## src/rtl/alu_mc.sv

```systemverilog
// alu_mc: registered WIDTH-bit 16-op ALU with a valid/ready handshake.
// Multiply is a radix-2 shift-add sequence; every other op retires in one cycle.
module alu_mc #(
  parameter int unsigned WIDTH = 8
) (
  input  logic             clk,
  input  logic             rst,
  input  logic             in_valid,
  output logic             in_ready,
  input  logic [WIDTH-1:0] a,
  input  logic [WIDTH-1:0] b,
  input  logic [3:0]       opcode,
  output logic             out_valid,
  input  logic             out_ready,
  output logic [WIDTH-1:0] x,
  output logic [WIDTH-1:0] y,
  output logic             zero
);

  localparam int unsigned CNT_W = $clog2(WIDTH) + 1;
  localparam int unsigned PW    = 2 * WIDTH;

  typedef enum logic [1:0] {IDLE, MUL, HOLD} state_t;

  state_t             state_q, state_d;
  logic [CNT_W-1:0]   cnt_q, cnt_d;
  logic [PW-1:0]      mcand_q, mcand_d;
  logic [WIDTH-1:0]   mplier_q, mplier_d;
  logic [PW-1:0]      acc_q, acc_d;
  logic [WIDTH-1:0]   x_d, y_d;
  logic               zero_d;
  logic               in_ready_d, out_valid_d;

  logic               accept;
  logic [PW-1:0]      alu_res;
  logic [WIDTH:0]     sum_w, diff_w;
  logic [WIDTH-1:0]   not_w, shr_w;
  logic [PW-1:0]      shl_w;

  assign accept = in_valid & in_ready;

  // Width-exact intermediates so carry/borrow land on bit WIDTH and nothing above.
  // Shifts by >= operand width yield zero by language definition.
  assign sum_w  = {1'b0, a} + {1'b0, b};
  assign diff_w = {1'b0, a} - {1'b0, b};
  assign not_w  = ~a;
  assign shr_w  = a >> b;
  assign shl_w  = PW'(a) << b;

  // Single-cycle result in {y,x} form; unused bits stay zero.
  always_comb begin
    alu_res = '0;
    case (opcode)
      4'b0000: alu_res[0] = |a;
      4'b0001: alu_res[0] = &a;
      4'b0010: alu_res[0] = ^a;
      4'b0011: alu_res    = PW'(a & b);
      4'b0100: alu_res    = PW'(a | b);
      4'b0101: alu_res    = PW'(a ^ b);
      4'b0110: alu_res[0] = (a > b);
      4'b0111: alu_res[0] = (a < b);
      4'b1000: alu_res[0] = (a == '0);
      4'b1001: alu_res[0] = (a == b);
      4'b1010: alu_res    = PW'(sum_w);
      4'b1011: alu_res    = PW'(diff_w);
      4'b1100: alu_res    = '0;
      4'b1101: alu_res    = PW'(shr_w);
      4'b1110: alu_res    = shl_w;
      4'b1111: alu_res    = PW'(not_w);
    endcase
  end

  // Next-state and datapath: results hold their value outside of retirement.
  always_comb begin
    state_d  = state_q;
    cnt_d    = cnt_q;
    mcand_d  = mcand_q;
    mplier_d = mplier_q;
    acc_d    = acc_q;
    x_d      = x;
    y_d      = y;
    zero_d   = zero;
    case (state_q)
      IDLE: begin
        if (accept) begin
          if (opcode == 4'b1100) begin
            mcand_d  = PW'(a);
            mplier_d = b;
            acc_d    = '0;
            cnt_d    = '0;
            state_d  = MUL;
          end else begin
            {y_d, x_d} = alu_res;
            zero_d     = (alu_res == '0);
            state_d    = HOLD;
          end
        end
      end
      MUL: begin
        // WIDTH shift-add iterations, then one cycle to publish the product.
        if (cnt_q == CNT_W'(WIDTH)) begin
          {y_d, x_d} = acc_q;
          zero_d     = (acc_q == '0);
          state_d    = HOLD;
        end else begin
          acc_d    = acc_q + (mplier_q[0] ? mcand_q : '0);
          mcand_d  = mcand_q << 1;
          mplier_d = mplier_q >> 1;
          cnt_d    = cnt_q + CNT_W'(1);
        end
      end
      HOLD: begin
        if (out_ready) state_d = IDLE;
      end
      default: state_d = IDLE;
    endcase
    in_ready_d  = (state_d == IDLE);
    out_valid_d = (state_d == HOLD);
  end

  // State, datapath and registered handshake outputs.
  always_ff @(posedge clk or posedge rst) begin
    if (rst) begin
      state_q   <= IDLE;
      cnt_q     <= '0;
      mcand_q   <= '0;
      mplier_q  <= '0;
      acc_q     <= '0;
      x         <= '0;
      y         <= '0;
      zero      <= 1'b0;
      in_ready  <= 1'b0;
      out_valid <= 1'b0;
    end else begin
      state_q   <= state_d;
      cnt_q     <= cnt_d;
      mcand_q   <= mcand_d;
      mplier_q  <= mplier_d;
      acc_q     <= acc_d;
      x         <= x_d;
      y         <= y_d;
      zero      <= zero_d;
      in_ready  <= in_ready_d;
      out_valid <= out_valid_d;
    end
  end

endmodule
```

## config.mk

```make
export PLATFORM = sky130hd
export DESIGN_NAME = alu_mc
export DESIGN_NICKNAME = d
export VERILOG_FILES = /design/src/rtl/alu_mc.sv
export SDC_FILE = /design/constraint.sdc
export NUM_CORES = 1
export LEC_CHECK = 0
export ABC_AREA = 1
export CAP_MARGIN = 20
export CORE_UTILIZATION = 55
export DETAILED_ROUTE_END_ITERATION = 16
export GPL_TIMING_DRIVEN = 0
export PLACE_DENSITY = 0.87
export SLEW_MARGIN = 10
export SYNTH_ARGS = -nofsm -noshare
export SYNTH_HDL_FRONTEND = slang
export SYNTH_SLANG_ARGS = --single-unit
```

## constraint.sdc

```tcl
create_clock -name clk -period 6.1 [get_ports clk]
set_input_delay 1.83 -clock clk [delete_from_list [all_inputs] [get_ports clk]]
set_output_delay 1.83 -clock clk [all_outputs]
set_load 0.02 [all_outputs]
```

==> results_dict.tcl <==
set metrics [dict create \
    setup_fix_bufs_post_cts 0 \
    area_growth_pct 12.7 \
    relSlewSlack_pct 48.5 \
    grtUsageTotal_pct 33.0 \
    grt_setup_unrepaired "no" \
    cts.clk_slew.worst_paths_ns 0.07 \
    timing.final.ws_setup_ns 1.37 \
    report.final.hold_viol_count 0 \
    power.switching_fraction_pct 46.8 \
    placer_s_final_routability_congestion_estimate 0.997 \
    area_of_the_multi_input_gates_um2 3740 \
    cts_made_buffers 9 \
    met3_capacity_usage_during_global_routing_pct 7.36 \
    synth.net_count 1014 \
    met1_usage_pct 47.2 \
    rr_worst_depth 16 \
    timing_max_transition_violations_final 0 \
    synthXorXnorAreaFrac_pct 0.873 \
    clk_root_buffer_cell "clkbuf_8" \
    seq_power_share_pct 33.4 \
    hold_ws_ns 0.466 \
    internal-power_mw 1.17 \
    timing.critical_path.from "b[3]" \
    finalCritPeriodShare_pct 77.5 \
    place_hpwl_mm 13.8 \
    synth_fa_ha_area_share_pct 11.2 \
    netlist_area_um2 6020 \
    antenna_cells_inserted 0 \
    grt_first_pass_wirelength_mm 29.4 \
    layoutNonFillerInstCount 1131 \
    worst-slew-pin-transition_ns 0.772 \
    compound_gate_fraction_of_synth_area_pct 15.1 \
    synthesis.area_per_instance_um2 6.42 \
    end_kind "flip-flop" \
    netlist_instances 938 \
    initial_utilization_pct 57.6 \
    vias 6575 \
    numClockSinks 65 \
    path_max_fanout 10 \
    postLayoutCellArea_um2 6790 \
    fmax_ghz 0.212 \
    finalCriticalPeriod_ns 4.73 \
    final_core_util_pct 64.9 \
    fp.dieH_um 107 \
    synth_edf_count 0 \
    critical_path.startpoint_type "primary input" \
    synthDistinctLibCells 36 \
    globalRouteMet2Util_pct 49.3 \
    overflow 0 \
    floorplan.die.width_um 107 \
    layout.area.seq_um2 1630 \
    design.final.nets 1067 \
    avgRoutedWirePerCell_um 15.8 \
    die_area_um2 11400 \
    clock_power_share_pct 15.1 \
    routed_via_density 5.81 \
    layout-drive-gt1-share_pct 6.13 \
    seq_area_frac_synth_pct 27.0 \
    io-pin-count 43 \
    dp_cells 1116 \
    setup_viol 0 \
    outcome "complete, no violations" \
    timing.critical_path.required_ns 6.39 \
    crit_arrival_ns 5.01 \
    vias_in_the_first_global_route 5996 \
    drt_iter0_drc 636 \
    clock-skew-final_ns 0.00851 \
    core-area_um2 10500 \
    synthFlopType "dfrtp_1" \
    grt_start_max_net_pins 66 \
    peakVddDrop_mv 0.294 \
    worst_skew_pair.late_latency_ns 0.36 \
    end_of_the_worst_hold_path "cnt_q[3]" \
    synthMuxAreaShare_pct 0 \
    initial_antenna_violation_count 0 \
    asyncSetResetFlopFracSynth_pct 100 \
    tritoncts_clock_tree "built" \
    grt_most_used_layer "met2" \
    row_count 37 \
    postRouteAntennaNets 0 \
    preCtsSetupSlack_ns 1.12 \
    hp-start "cnt_q[3]" \
    power_leakage_nw 3.50 \
    setup-tns-final_ns 0 \
    port-buffer-count 42 \
    ff_latch_count_synth 65 \
    power.share.combinational_pct 51.5 \
    switching_power_mw 1.03 \
    worstHoldPathType "reg -> reg" \
    clock_tree.buffer_depth 2 \
    dp_area_um2 6620 \
    totalWireLength_mm 17.9 \
    synthesis.yosys.warnings 0 \
    final.fill_count 971 \
    whs_path_depth 1 \
    hold_buffers 0 \
    design_power_total_mw 2.20 \
    setup.reg_to_reg.worst_slack_ns 3.28 \
    cap_violations 0 \
    drt_pass1_iterations 9 \
    worst_r2r_endpoint "acc_q[14]" \
    h_tree_lvl_count 3 \
    post_cts.resized_instances 0 \
    path_class "in -> reg" \
    power.density_cell_area_nw_per_um2 325 \
    post_synth_and_or_nand_nor_area_fraction_pct 35.0 \
    drc 0 \
    reg2reg_start "mplier_q[0]" \
    synth_top_family_by_area "simple AND/OR/NAND/NOR gates" \
]
-- sequential cells by signal (all words and copies together) (netlist names) --
| signal | flops |
|---|---|
| zero | 1 |
| acc_q | 16 |
| y | 8 |
| in_ready | 1 |
| mcand_q | 16 |
| x | 8 |
| cnt_q | 4 |
| state_q | 2 |
| out_valid | 1 |
| mplier_q | 8 |
-- synth_stat cells, types with 2 or more instances --
library cell  count  area share (%)
o21ai_1           3            0.25
nand2_1         249              16
xnor2_1           4            0.58
nand4_1          33             3.4
buf_4             4            0.50
inv_2             7            0.44
o2111ai_1         2            0.29
a22o_1            2            0.29
inv_1           121             7.5
xor2_1            2            0.29
clkbuf_1         12            0.75
nand2_2           2            0.21
a21oi_1          44             3.7
a21oi_2           2            0.29
nor2_1           92             5.7
o22ai_1          20             2.1
nor2_2            6            0.62
nor4_1            2            0.21
fa_1              3             1.0
nand3b_1          3            0.37
buf_2            19             1.6
o211ai_1         19             2.4
or2_2             4            0.42
o21ai_0          63             5.2
ha_1             49              10
nor3_1           10            0.83
nand3_1          88             7.3
dfrtp_1          65              27
-- final cells by class --
cell class,instances,area share (%)
multi-input cells,709,55.1
flip-flops and latches,65,24.0
inverters,129,7.17
repair buffers,42,6.20
plain buffers,35,2.51
well taps,136,2.51
clock buffers,11,2.08
clock inverters,4,0.424
-- layer usage --
metal / share of wire (%) / wire (um)
met5: 0 / 0
met2: 42 / 7570
met4: 2.3 / 418
met1: 45 / 8070
met3: 10 / 1840
-- logic make-up (layout without fill, tap and decap cells) --
group,Yosys count,count (layout)
and+or+nand+nor,491,491
buffers and inverters,164,221
AOI/OAI and AO/OA,160,160
DFF,65,65
adders and majority gates,52,52
xor gates and xnor gates,6,6
-- worst max-delay path, stage by stage --
cell	delay (ns)
clkdlybuf4s50_1	0.56
buf_2	0.29
clkinv_1	0.37
ha_1	0.40
buf_4	0.17
nor2_1	0.22
nand2_1	0.09
nand2_1	0.06
nand2_1	0.06
nand3_1	0.15
nor3_1	0.06
nor2_1	0.10
nand3_1	0.14
nor2_1	0.16
nand2_1	0.06
nor2_1	0.12
nor2_1	0.06
nor2_1	0.11
-- power groups by stage --
stage | Clock (mW) | Sequential, mW | Combinational [mW]
finish | 0.332 | 0.736 | 1.13
global route | 0.352 | 0.755 | 1.27
CTS | 0.334 | 0.733 | 1.12
detailed placement | 0 | 0.740 | 1.10
global placement | 0 | 0.732 | 1.07
floorplan | 0 | 0.770 | 0.697
-- worst max-delay path by stage --
stage | to | cells past startpoint
floorplan | zero | 16
global placement | zero | 18
detailed placement | zero | 18
CTS | zero | 18
global route | zero | 19
finish | zero | 18
-- cells in the final DEF (no fill, tap or decap), drive strengths merged, types with 34 or more instances in the layout --
master | Yosys | layout
ha | 49 | 49
dfrtp | 65 | 65
nor2 | 98 | 98
nand3 | 88 | 88
nand2 | 251 | 251
inv | 128 | 129
o21ai | 66 | 66
nand4 | 34 | 34
clkdlybuf4s50 | 0 | 42
a21oi | 46 | 46
Power figures use the tool's default switching activity.
